$ cat src/rtl/ad936x_buffered_data_interface.sv
// AD936x single-data-rate sample bridge: chip-side I/Q framing to and from buffered baseband streams.
// Latency: RX pair visible one cycle after its Q phase edge; TX pops at the edge that starts an I phase.
// Backpressure: RX drops on a full FIFO (sticky overflow); TX ready = FIFO not full; an empty TX FIFO at an I edge sends zeros (sticky underflow). Counters: AD936X_STATUS_COUNTERS_EN.

module ad936x_bdi_fifo #(
  parameter int W     = 24,
  parameter int DEPTH = 8
) (
  input  logic         clk,
  input  logic         rst,
  input  logic         push_i,
  input  logic [W-1:0] push_dat_i,
  input  logic         pop_i,
  output logic [W-1:0] pop_dat_o,
  output logic         empty_o,
  output logic         full_o
);
  localparam int AW = $clog2(DEPTH);

  logic [W-1:0]  mem_q [DEPTH];
  logic [AW-1:0] wr_ptr_q, rd_ptr_q;
  logic [AW:0]   cnt_q;
  logic          do_push, do_pop;

  // Full is judged before any same-cycle pop, so a pop never frees room for that cycle's push.
  assign full_o    = (cnt_q == (AW+1)'(DEPTH));
  assign empty_o   = (cnt_q == '0);
  assign do_push   = push_i & ~full_o;
  assign do_pop    = pop_i & ~empty_o;
  assign pop_dat_o = mem_q[rd_ptr_q];

  always_ff @(posedge clk) begin
    if (do_push) mem_q[wr_ptr_q] <= push_dat_i;
  end

  always_ff @(posedge clk) begin
    if (rst) begin
      wr_ptr_q <= '0;
      rd_ptr_q <= '0;
      cnt_q    <= '0;
    end else begin
      if (do_push) wr_ptr_q <= wr_ptr_q + AW'(1);
      if (do_pop)  rd_ptr_q <= rd_ptr_q + AW'(1);
      cnt_q <= cnt_q + (AW+1)'(do_push) - (AW+1)'(do_pop);
    end
  end
endmodule

module ad936x_buffered_data_interface #(
  parameter int SAMPLE_WIDTH  = 12,
  parameter int RX_FIFO_DEPTH = 8,
  parameter int TX_FIFO_DEPTH = 8
) (
  input  logic                    clk,
  input  logic                    rst,
  output logic [SAMPLE_WIDTH-1:0] bbp_rx_data_i,
  output logic [SAMPLE_WIDTH-1:0] bbp_rx_data_q,
  output logic                    bbp_rx_data_valid,
  input  logic                    bbp_rx_data_ready,
  input  logic [SAMPLE_WIDTH-1:0] bbp_tx_data_i,
  input  logic [SAMPLE_WIDTH-1:0] bbp_tx_data_q,
  input  logic                    bbp_tx_data_valid,
  output logic                    bbp_tx_data_ready,
  input  logic [SAMPLE_WIDTH-1:0] ad936x_rx_data,
  input  logic                    ad936x_rx_frame,
  input  logic                    ad936x_data_clk,
  output logic                    ad936x_data_clk_fb,
  output logic [SAMPLE_WIDTH-1:0] ad936x_tx_data,
  output logic                    ad936x_tx_frame,
  output logic                    rx_overflow,
  output logic                    tx_underflow,
  output logic [15:0]             rx_overflow_count,
  output logic [15:0]             tx_underflow_count,
  input  logic                    stat_clear
);
  localparam int W = SAMPLE_WIDTH;

  logic [W-1:0]   rx_data_d_q, rx_data_d2_q, rx_held_i_q;
  logic           rx_frame_d_q, rx_frame_d2_q, rx_i_held_q;
  logic           data_clk_d_q, data_clk_d2_q, data_clk_d3_q;
  logic           edge_e, rx_push, rx_empty, rx_full, rx_pop, rx_ovf_evt;
  logic [2*W-1:0] rx_head, tx_head;
  logic           tx_push, tx_pop, tx_empty, tx_full, tx_unf_evt;
  logic [W-1:0]   tx_data_q, tx_data_d, tx_held_q, tx_held_d;
  logic           tx_frame_q, tx_frame_d, rx_ovf_q, tx_unf_q;

  always_ff @(posedge clk) begin
    if (rst) begin
      rx_data_d_q   <= '0;
      rx_data_d2_q  <= '0;
      rx_frame_d_q  <= 1'b0;
      rx_frame_d2_q <= 1'b0;
      data_clk_d_q  <= 1'b0;
      data_clk_d2_q <= 1'b0;
      data_clk_d3_q <= 1'b0;
    end else begin
      rx_data_d_q   <= ad936x_rx_data;
      rx_data_d2_q  <= rx_data_d_q;
      rx_frame_d_q  <= ad936x_rx_frame;
      rx_frame_d2_q <= rx_frame_d_q;
      data_clk_d_q  <= ad936x_data_clk;
      data_clk_d2_q <= data_clk_d_q;
      data_clk_d3_q <= data_clk_d2_q;
    end
  end

  assign edge_e             = data_clk_d2_q & ~data_clk_d3_q;
  assign ad936x_data_clk_fb = data_clk_d2_q;

  // A Q phase without a preceding I is an orphan and is discarded.
  assign rx_push    = edge_e & ~rx_frame_d2_q & rx_i_held_q;
  assign rx_ovf_evt = rx_push & rx_full;

  always_ff @(posedge clk) begin
    if (rst) begin
      rx_held_i_q <= '0;
      rx_i_held_q <= 1'b0;
    end else if (edge_e) begin
      if (rx_frame_d2_q) begin
        rx_held_i_q <= rx_data_d2_q;
        rx_i_held_q <= 1'b1;
      end else begin
        rx_i_held_q <= 1'b0;
      end
    end
  end

  ad936x_bdi_fifo #(.W(2*W), .DEPTH(RX_FIFO_DEPTH)) u_rx_fifo (
    .clk        (clk),
    .rst        (rst),
    .push_i     (rx_push),
    .push_dat_i ({rx_held_i_q, rx_data_d2_q}),
    .pop_i      (rx_pop),
    .pop_dat_o  (rx_head),
    .empty_o    (rx_empty),
    .full_o     (rx_full)
  );

  assign bbp_rx_data_valid = ~rx_empty & ~rst;
  assign rx_pop            = bbp_rx_data_valid & bbp_rx_data_ready;
  assign bbp_rx_data_i     = bbp_rx_data_valid ? rx_head[2*W-1:W] : '0;
  assign bbp_rx_data_q     = bbp_rx_data_valid ? rx_head[W-1:0]   : '0;

  assign bbp_tx_data_ready = ~tx_full & ~rst;
  assign tx_push           = bbp_tx_data_valid & bbp_tx_data_ready;
  assign tx_pop            = edge_e & ~tx_frame_q & ~tx_empty;
  assign tx_unf_evt        = edge_e & ~tx_frame_q & tx_empty;

  ad936x_bdi_fifo #(.W(2*W), .DEPTH(TX_FIFO_DEPTH)) u_tx_fifo (
    .clk        (clk),
    .rst        (rst),
    .push_i     (tx_push),
    .push_dat_i ({bbp_tx_data_i, bbp_tx_data_q}),
    .pop_i      (tx_pop),
    .pop_dat_o  (tx_head),
    .empty_o    (tx_empty),
    .full_o     (tx_full)
  );

  always_comb begin
    tx_frame_d = tx_frame_q;
    tx_data_d  = tx_data_q;
    tx_held_d  = tx_held_q;
    if (edge_e) begin
      if (!tx_frame_q) begin
        tx_frame_d = 1'b1;
        if (!tx_empty) begin
          tx_data_d = tx_head[2*W-1:W];
          tx_held_d = tx_head[W-1:0];
        end else begin
          tx_data_d = '0;
          tx_held_d = '0;
        end
      end else begin
        tx_frame_d = 1'b0;
        tx_data_d  = tx_held_q;
      end
    end
  end

  always_ff @(posedge clk) begin
    if (rst) begin
      tx_frame_q <= 1'b0;
      tx_data_q  <= '0;
      tx_held_q  <= '0;
    end else begin
      tx_frame_q <= tx_frame_d;
      tx_data_q  <= tx_data_d;
      tx_held_q  <= tx_held_d;
    end
  end

  assign ad936x_tx_data  = tx_data_q;
  assign ad936x_tx_frame = tx_frame_q;

  always_ff @(posedge clk) begin
    if (rst || stat_clear) begin
      rx_ovf_q <= 1'b0;
      tx_unf_q <= 1'b0;
    end else begin
      if (rx_ovf_evt) rx_ovf_q <= 1'b1;
      if (tx_unf_evt) tx_unf_q <= 1'b1;
    end
  end

  assign rx_overflow  = rx_ovf_q;
  assign tx_underflow = tx_unf_q;

`ifdef AD936X_STATUS_COUNTERS_EN
  logic [15:0] rx_ovf_cnt_q, tx_unf_cnt_q;

  always_ff @(posedge clk) begin
    if (rst || stat_clear) begin
      rx_ovf_cnt_q <= '0;
      tx_unf_cnt_q <= '0;
    end else begin
      if (rx_ovf_evt && rx_ovf_cnt_q != 16'hFFFF) rx_ovf_cnt_q <= rx_ovf_cnt_q + 16'd1;
      if (tx_unf_evt && tx_unf_cnt_q != 16'hFFFF) tx_unf_cnt_q <= tx_unf_cnt_q + 16'd1;
    end
  end

  assign rx_overflow_count  = rx_ovf_cnt_q;
  assign tx_underflow_count = tx_unf_cnt_q;
`else
  assign rx_overflow_count  = '0;
  assign tx_underflow_count = '0;
`endif
endmodule
$ cat config.mk
export PLATFORM = sky130hd
export DESIGN_NAME = ad936x_buffered_data_interface
export DESIGN_NICKNAME = d
export VERILOG_FILES = /design/src/rtl/ad936x_buffered_data_interface.sv
export SDC_FILE = /design/constraint.sdc
export NUM_CORES = 1
export LEC_CHECK = 0
export CELL_PAD_IN_SITES_DETAIL_PLACEMENT = 0
export CELL_PAD_IN_SITES_GLOBAL_PLACEMENT = 1
export CORE_ASPECT_RATIO = 1.4
export CORE_MARGIN = 1.5
export CORE_UTILIZATION = 30
export CTS_BUF_LIST = sky130_fd_sc_hd__clkbuf_2 sky130_fd_sc_hd__clkbuf_4 sky130_fd_sc_hd__clkbuf_8
export DETAILED_ROUTE_END_ITERATION = 10
export PLACE_DENSITY_LB_ADDON = 0.1
export RECOVER_POWER = 25
export SETUP_SLACK_MARGIN = 0.15
export SKIP_LAST_GASP = 1
export SYNTH_ARGS = -nofsm -noshare
export SYNTH_HDL_FRONTEND = slang
export SYNTH_HIERARCHICAL = 1
export SYNTH_SLANG_ARGS = --single-unit
$ cat constraint.sdc
create_clock -name clk -period 5.12 [get_ports clk]
set_input_delay 0.768 -clock clk [delete_from_list [all_inputs] [get_ports clk]]
set_output_delay 0.768 -clock clk [all_outputs]
set_load 0.01 [all_outputs]
Word level (Yosys, flattened, before mapping)
Memory sizes are Yosys's and may differ from the RTL's. A register that Yosys moved wholly into a read port is not among the register bits.
Cells that the tools add are included.
{"block": "word_totals", "regBits": 89, "mem_bits_rw": 384, "input_bits": 43, "out_inout_bits": 74, "word_cells": 75, "memories": 2}
{"name": "u_rx_fifo.mem_q", "depth": 8, "word_bits": 24, "rd": 1, "rd_clocked_by_memory_dff": 1, "wr": 1, "line_no": "20", "rtl": "logic [W-1:0] mem_q [DEPTH];"}
{"name": "u_tx_fifo.mem_q", "depth": 8, "word_bits": 24, "rd": 1, "rd_clocked_by_memory_dff": 1, "wr": 1, "line_no": "20"}
{"block": "op_classes", "n_addsub": 8, "n_eq_ne": 2, "muxes": 15, "n_bitwise": 23, "n_reduce_logical": 5}
{"op": "12-bit two-way mux", "n": 5}
{"op": "1-bit bitwise AND", "n": 15}
{"op": "3-bit by 1-bit adder with 3-bit output (second input constant)", "n": 4}
{"op": "3-bit two-way mux", "n": 4}
{"op": "4-bit by 1-bit adder with 4-bit output", "n": 2}
{"op": "4-bit equality test (second input constant)", "n": 2}
{"op": "4-bit zero test", "n": 2}
{"op": "1-bit inverter", "n": 8}
{"op": "4-bit by 1-bit subtractor with 4-bit output", "n": 2}
{"op": "1-bit two-way mux", "n": 6}
{"op": "2-bit AND reduction", "n": 2}
{"op": "1-bit logical OR", "n": 1}

Logic depth before layout (Yosys ltp)
{"block": "depth", "depth_word": 7, "mapped_depth": 13, "depth_no_buf": 13}

By module
The synthesis kept the hierarchy.
{"module": "ad936x_bdi_fifo", "instances": 2, "cells_per_inst": 358, "area_each_um2": 8044.0, "seq_area_each_um2": 6025.8}
{"module": "ad936x_buffered_data_interface", "instances": 1, "cells_per_inst": 314, "area_each_um2": 2766.4, "seq_area_each_um2": 1381.3}

Least setup slack after synthesis
No wires, ideal clock.
{"block": "synth_path", "path_type": "input-to-reg", "startpoint": "input rst", "endpoint": "memory u_tx_fifo.mem_q[0][0], enable pin", "setup_time_ns": 0.466, "t_arrival_ns": 3.859, "required_ns": 4.654, "path_slack_ns": 0.795, "cell_stages": 5, "path_buffers": 1, "cell_sequence": "buf_2 -> nor2_1 -> and2_1 -> nand2_1 -> nor4_1"}
{"block": "synth_via", "elab_chain_len": 6}
{"item": "start: declaration", "line_no": "55", "rtl": "input logic rst,"}
{"item": "1-bit inverter", "line_no": "144", "rtl": "assign bbp_tx_data_ready = ~tx_full & ~rst;"}
{"item": "1-bit bitwise AND", "line_no": "144"}
{"item": "via bbp_tx_data_ready", "line_no": "63", "rtl": "output logic bbp_tx_data_ready,"}
{"item": "1-bit bitwise AND", "line_no": "145", "rtl": "assign tx_push = bbp_tx_data_valid & bbp_tx_data_ready;"}
{"item": "via tx_push", "line_no": "83", "rtl": "logic tx_push, tx_pop, tx_empty, tx_full, tx_unf_evt;"}
{"item": "1-bit bitwise AND", "line_no": "28", "rtl": "assign do_push = push_i & ~full_o;"}
{"item": "1-bit two-way mux", "line_no": "33", "rtl": "if (do_push) mem_q[wr_ptr_q] <= push_dat_i;"}
{"item": "1-bit two-way mux (implied by the code)", "line_no": "33"}
{"item": "end: declaration", "line_no": "20"}
The timed path passes the listed nets, and every way through them passes these cells.

==> results.json <==
{
  "worstPathRequired_ns": 4.35,
  "ctsResizeCount": 0,
  "htreeDepth": 3,
  "drtIter0Drc": 371,
  "tightest_slew_ns": 1.07,
  "finalNetCount": 1228,
  "yosysWarnings": 6,
  "irDropWorstVdd_v": 0.000209,
  "maxSlewHeadroom_pct": 28.6,
  "setup-violations-final": 0,
  "totalWireLength_um": 43500,
  "power_leakage_nw": 7.17,
  "r2r_end": "u_tx_fifo/cnt_q[2]$_SDFF_PP0_",
  "synth_area_leaders": "edfxtp_1 61%, dfxtp_1 10%, mux4_2 8.6%",
  "grt_pass1_vias": 10100,
  "coreArea_um2": 62000,
  "start_util_pct": 30.4,
  "grtUsageMet1_pct": 14.6,
  "finClkSkew_ns": 0.0230,
  "reg2reg_from": "u_tx_fifo/cnt_q[2]$_SDFF_PP0_",
  "clk_latency_ns": 0.63,
  "cap_violations": 0,
  "path_class": "flip-flop to output port",
  "syn_inst": 1030,
  "root_buffer": "clkbuf_8",
  "synth_top_area_cell": "edfxtp_1",
  "fillers": 5870,
  "seq_area_frac_synth_pct": 71.2,
  "worst_hold_slack_ns": 0.428,
  "tns_ns": 0,
  "gr-usage-all-layers_pct": 13.8,
  "setup.worst_path.end_class": "output port",
  "max_freq_mhz": 246,
  "crit_path_max_fanout": 30,
  "holdBufCountCts": 0,
  "hpwlAfterDp_um": 24800,
  "syn-cell-area_um2": 18900,
  "gp_congestion": 0.683,
  "clock_path_buffers": 3,
  "hold_path_class": "flip-flop to flip-flop",
  "syn_avg_cell_area_um2": 18.3,
  "busiest_layer": "met2",
  "ys_ff_latch": 479,
  "finalCritPeriodShare_pct": 79.4,
  "ios": 117,
  "netlist.area_leader.share_pct": 61.2,
  "fin_crit_ns": 4.06,
  "clock_sinks": 479,
  "grt_setup_unrepaired": "false",
  "final_cell_mix": "384 x edfxtp_1, 89 x dfxtp_1, 88 x clkbuf_8",
  "avgViaCountPerCell": 4.50,
  "async_flop_share_pct": 0,
  "die_h_um": 300,
  "drc": 0,
  "r2r_slack_ns": 2.08,
  "finalHoldViolCount": 0,
  "drive_gt1_share_pct": 24.9,
  "synth_cell_types": 39,
  "fin_util_pct": 35.8,
  "die_x_um": 215,
  "port_buffers": 84,
  "post_cts_buffers": 0,
  "startpoint_type": "flip-flop",
  "setup_ws_ns": 1.06,
  "drtPass1Iterations": 4,
  "rows": 108,
  "layout_commonest_cell": "edfxtp_1",
  "place_ws_ns": 1.63,
  "synth_edf_count": 384,
  "grt_pass1_wl_um": 64900,
  "met2_usage_pct": 26.4,
  "arrival_ns": 3.30,
  "synth-main-ff-cell": "edfxtp_1",
  "grt_max_degree": 82,
  "area_growth_pct": 17.8,
  "die_area_um2": 64400,
  "powerDensity_nw_per_um2": 367,
  "hold_path_end": "rx_data_d2_q[6]$_SDFF_PP0_",
  "slew_viol_final": 0,
  "postRouteAntennaNets": 0,
  "cts_tree": "built",
  "cts_buffers": 81,
  "use_met3_pct": 3.00,
  "reg2reg_depth": 11,
  "vias": 9270,
  "routedWlPerCell_um": 21.1,
  "status": "completed",
  "grt_overflow_total": 0,
  "worstHoldStart": "rx_data_d_q[6]$_SDFF_PP0_",
  "path_clk_slew_ns": 0.06,
  "hold_depth": 1,
  "antenna_found_initial": 3
}
-- final cells by class --
class	instances	area [µm²]	area share, %
clock inverters	25	193	0.867
repair buffers	106	1020	4.61
multi-input cells	489	5020	22.6
diodes	1	2.50	0.0113
well taps	825	1030	4.65
flip-flops and latches	479	13400	60.5
clock buffers	121	1460	6.57
inverters	12	45.0	0.203
-- worst max-delay path: stages, from the launching register on --
cell and delay (ns):
dfxtp_2 0.80, buf_12 0.33, mux4_1 0.59, mux2_4 0.28
and2_1 0.14, clkdlybuf4s50_1 0.47
-- worst max-delay path by stage --
stage | start | end | depth (start not counted)
2_1_floorplan | rst | u_tx_fifo/mem_q[0][0]$_DFFE_PP_ | 5
3_3_place_gp | flip-flop | bbp_rx_data_i[6] | 5
3_5_place_dp | flip-flop | bbp_rx_data_i[6] | 5
4_1_cts | flip-flop | bbp_rx_data_i[6] | 5
5_1_grt | flip-flop | bbp_rx_data_i[11] | 5
6_report | flip-flop | bbp_rx_data_i[6] | 5
-- per-layer routing --
| layer | wire length, µm | vias up |
|---|---|---|
| met5 | 31 | - |
| met4 | 884 | 4 |
| met3 | 1840 | 68 |
| met2 | 24100 | 175 |
| met1 | 16600 | 4789 |
| li1 | - | 4234 |
-- registers in the layout, indices dropped and copies added (netlist names), named ones only --
register	flops
u_rx_fifo/mem_q	192
u_rx_fifo/wr_ptr_q	3
rx_data_d_q	12
data_clk_d3_q	1
ad936x_tx_frame	1
rx_i_held_q	1
data_clk_d_q	1
rx_frame_d2_q	1
tx_underflow	1
ad936x_data_clk_fb	1
rx_held_i_q	12
u_tx_fifo/mem_q	192
u_tx_fifo/rd_ptr_q	3
u_rx_fifo/cnt_q	4
rx_overflow	1
u_tx_fifo/cnt_q	4
ad936x_tx_data	12
u_tx_fifo/wr_ptr_q	3
u_rx_fifo/rd_ptr_q	3
rx_frame_d_q	1
rx_data_d2_q	12
tx_held_q	12
-- power by group --
part           switching [mW]  leakage, nW  internal, mW
registers              0.0479         4.28          4.25
clock network            1.51        0.884          1.97
logic                   0.199         2.00         0.174
total                    1.76         7.17          6.40
-- stage by stage --
| stage | cell area [µm²] | power [mW] | cells |
|---|---|---|---|
| floorplan | 19000 | 4.62 | 1061 |
| global placement | 20600 | 4.77 | 1911 |
| detailed placement | 20600 | 4.77 | 1911 |
| CTS | 22200 | 8.33 | 2057 |
| global route | 22200 | 8.50 | 2058 |
| finish | 22200 | 8.16 | 2058 |
-- synthesized netlist by cell type, drive strengths merged (12+ instances only) --
cell type and n:
and2 28, a31oi 12, mux4 96, edfxtp 384, nand2 71, clkbuf 17
nand3b 13, nor2 19, buf 64, mux2 54, a21oi 40, dfxtp 95
nand3 18, inv 12, nor2b 38, ha 14
-- cell families (layout without fill, tap and decap cells) --
logic type      count (synthesis)  count (layout)  synth area share, %
mux                           154             154                 16.2
buf+inv                        93             264                 3.13
compound gates                 60              60                 1.71
other cells                     1              33               0.0199
simple gates                  223             223                 6.38
xor+xnor                        4               4                0.186
flops                         479             479                 71.2
fa+ha+maj                      16              16                 1.14
Note: power is estimated with default switching activity, not from simulation.
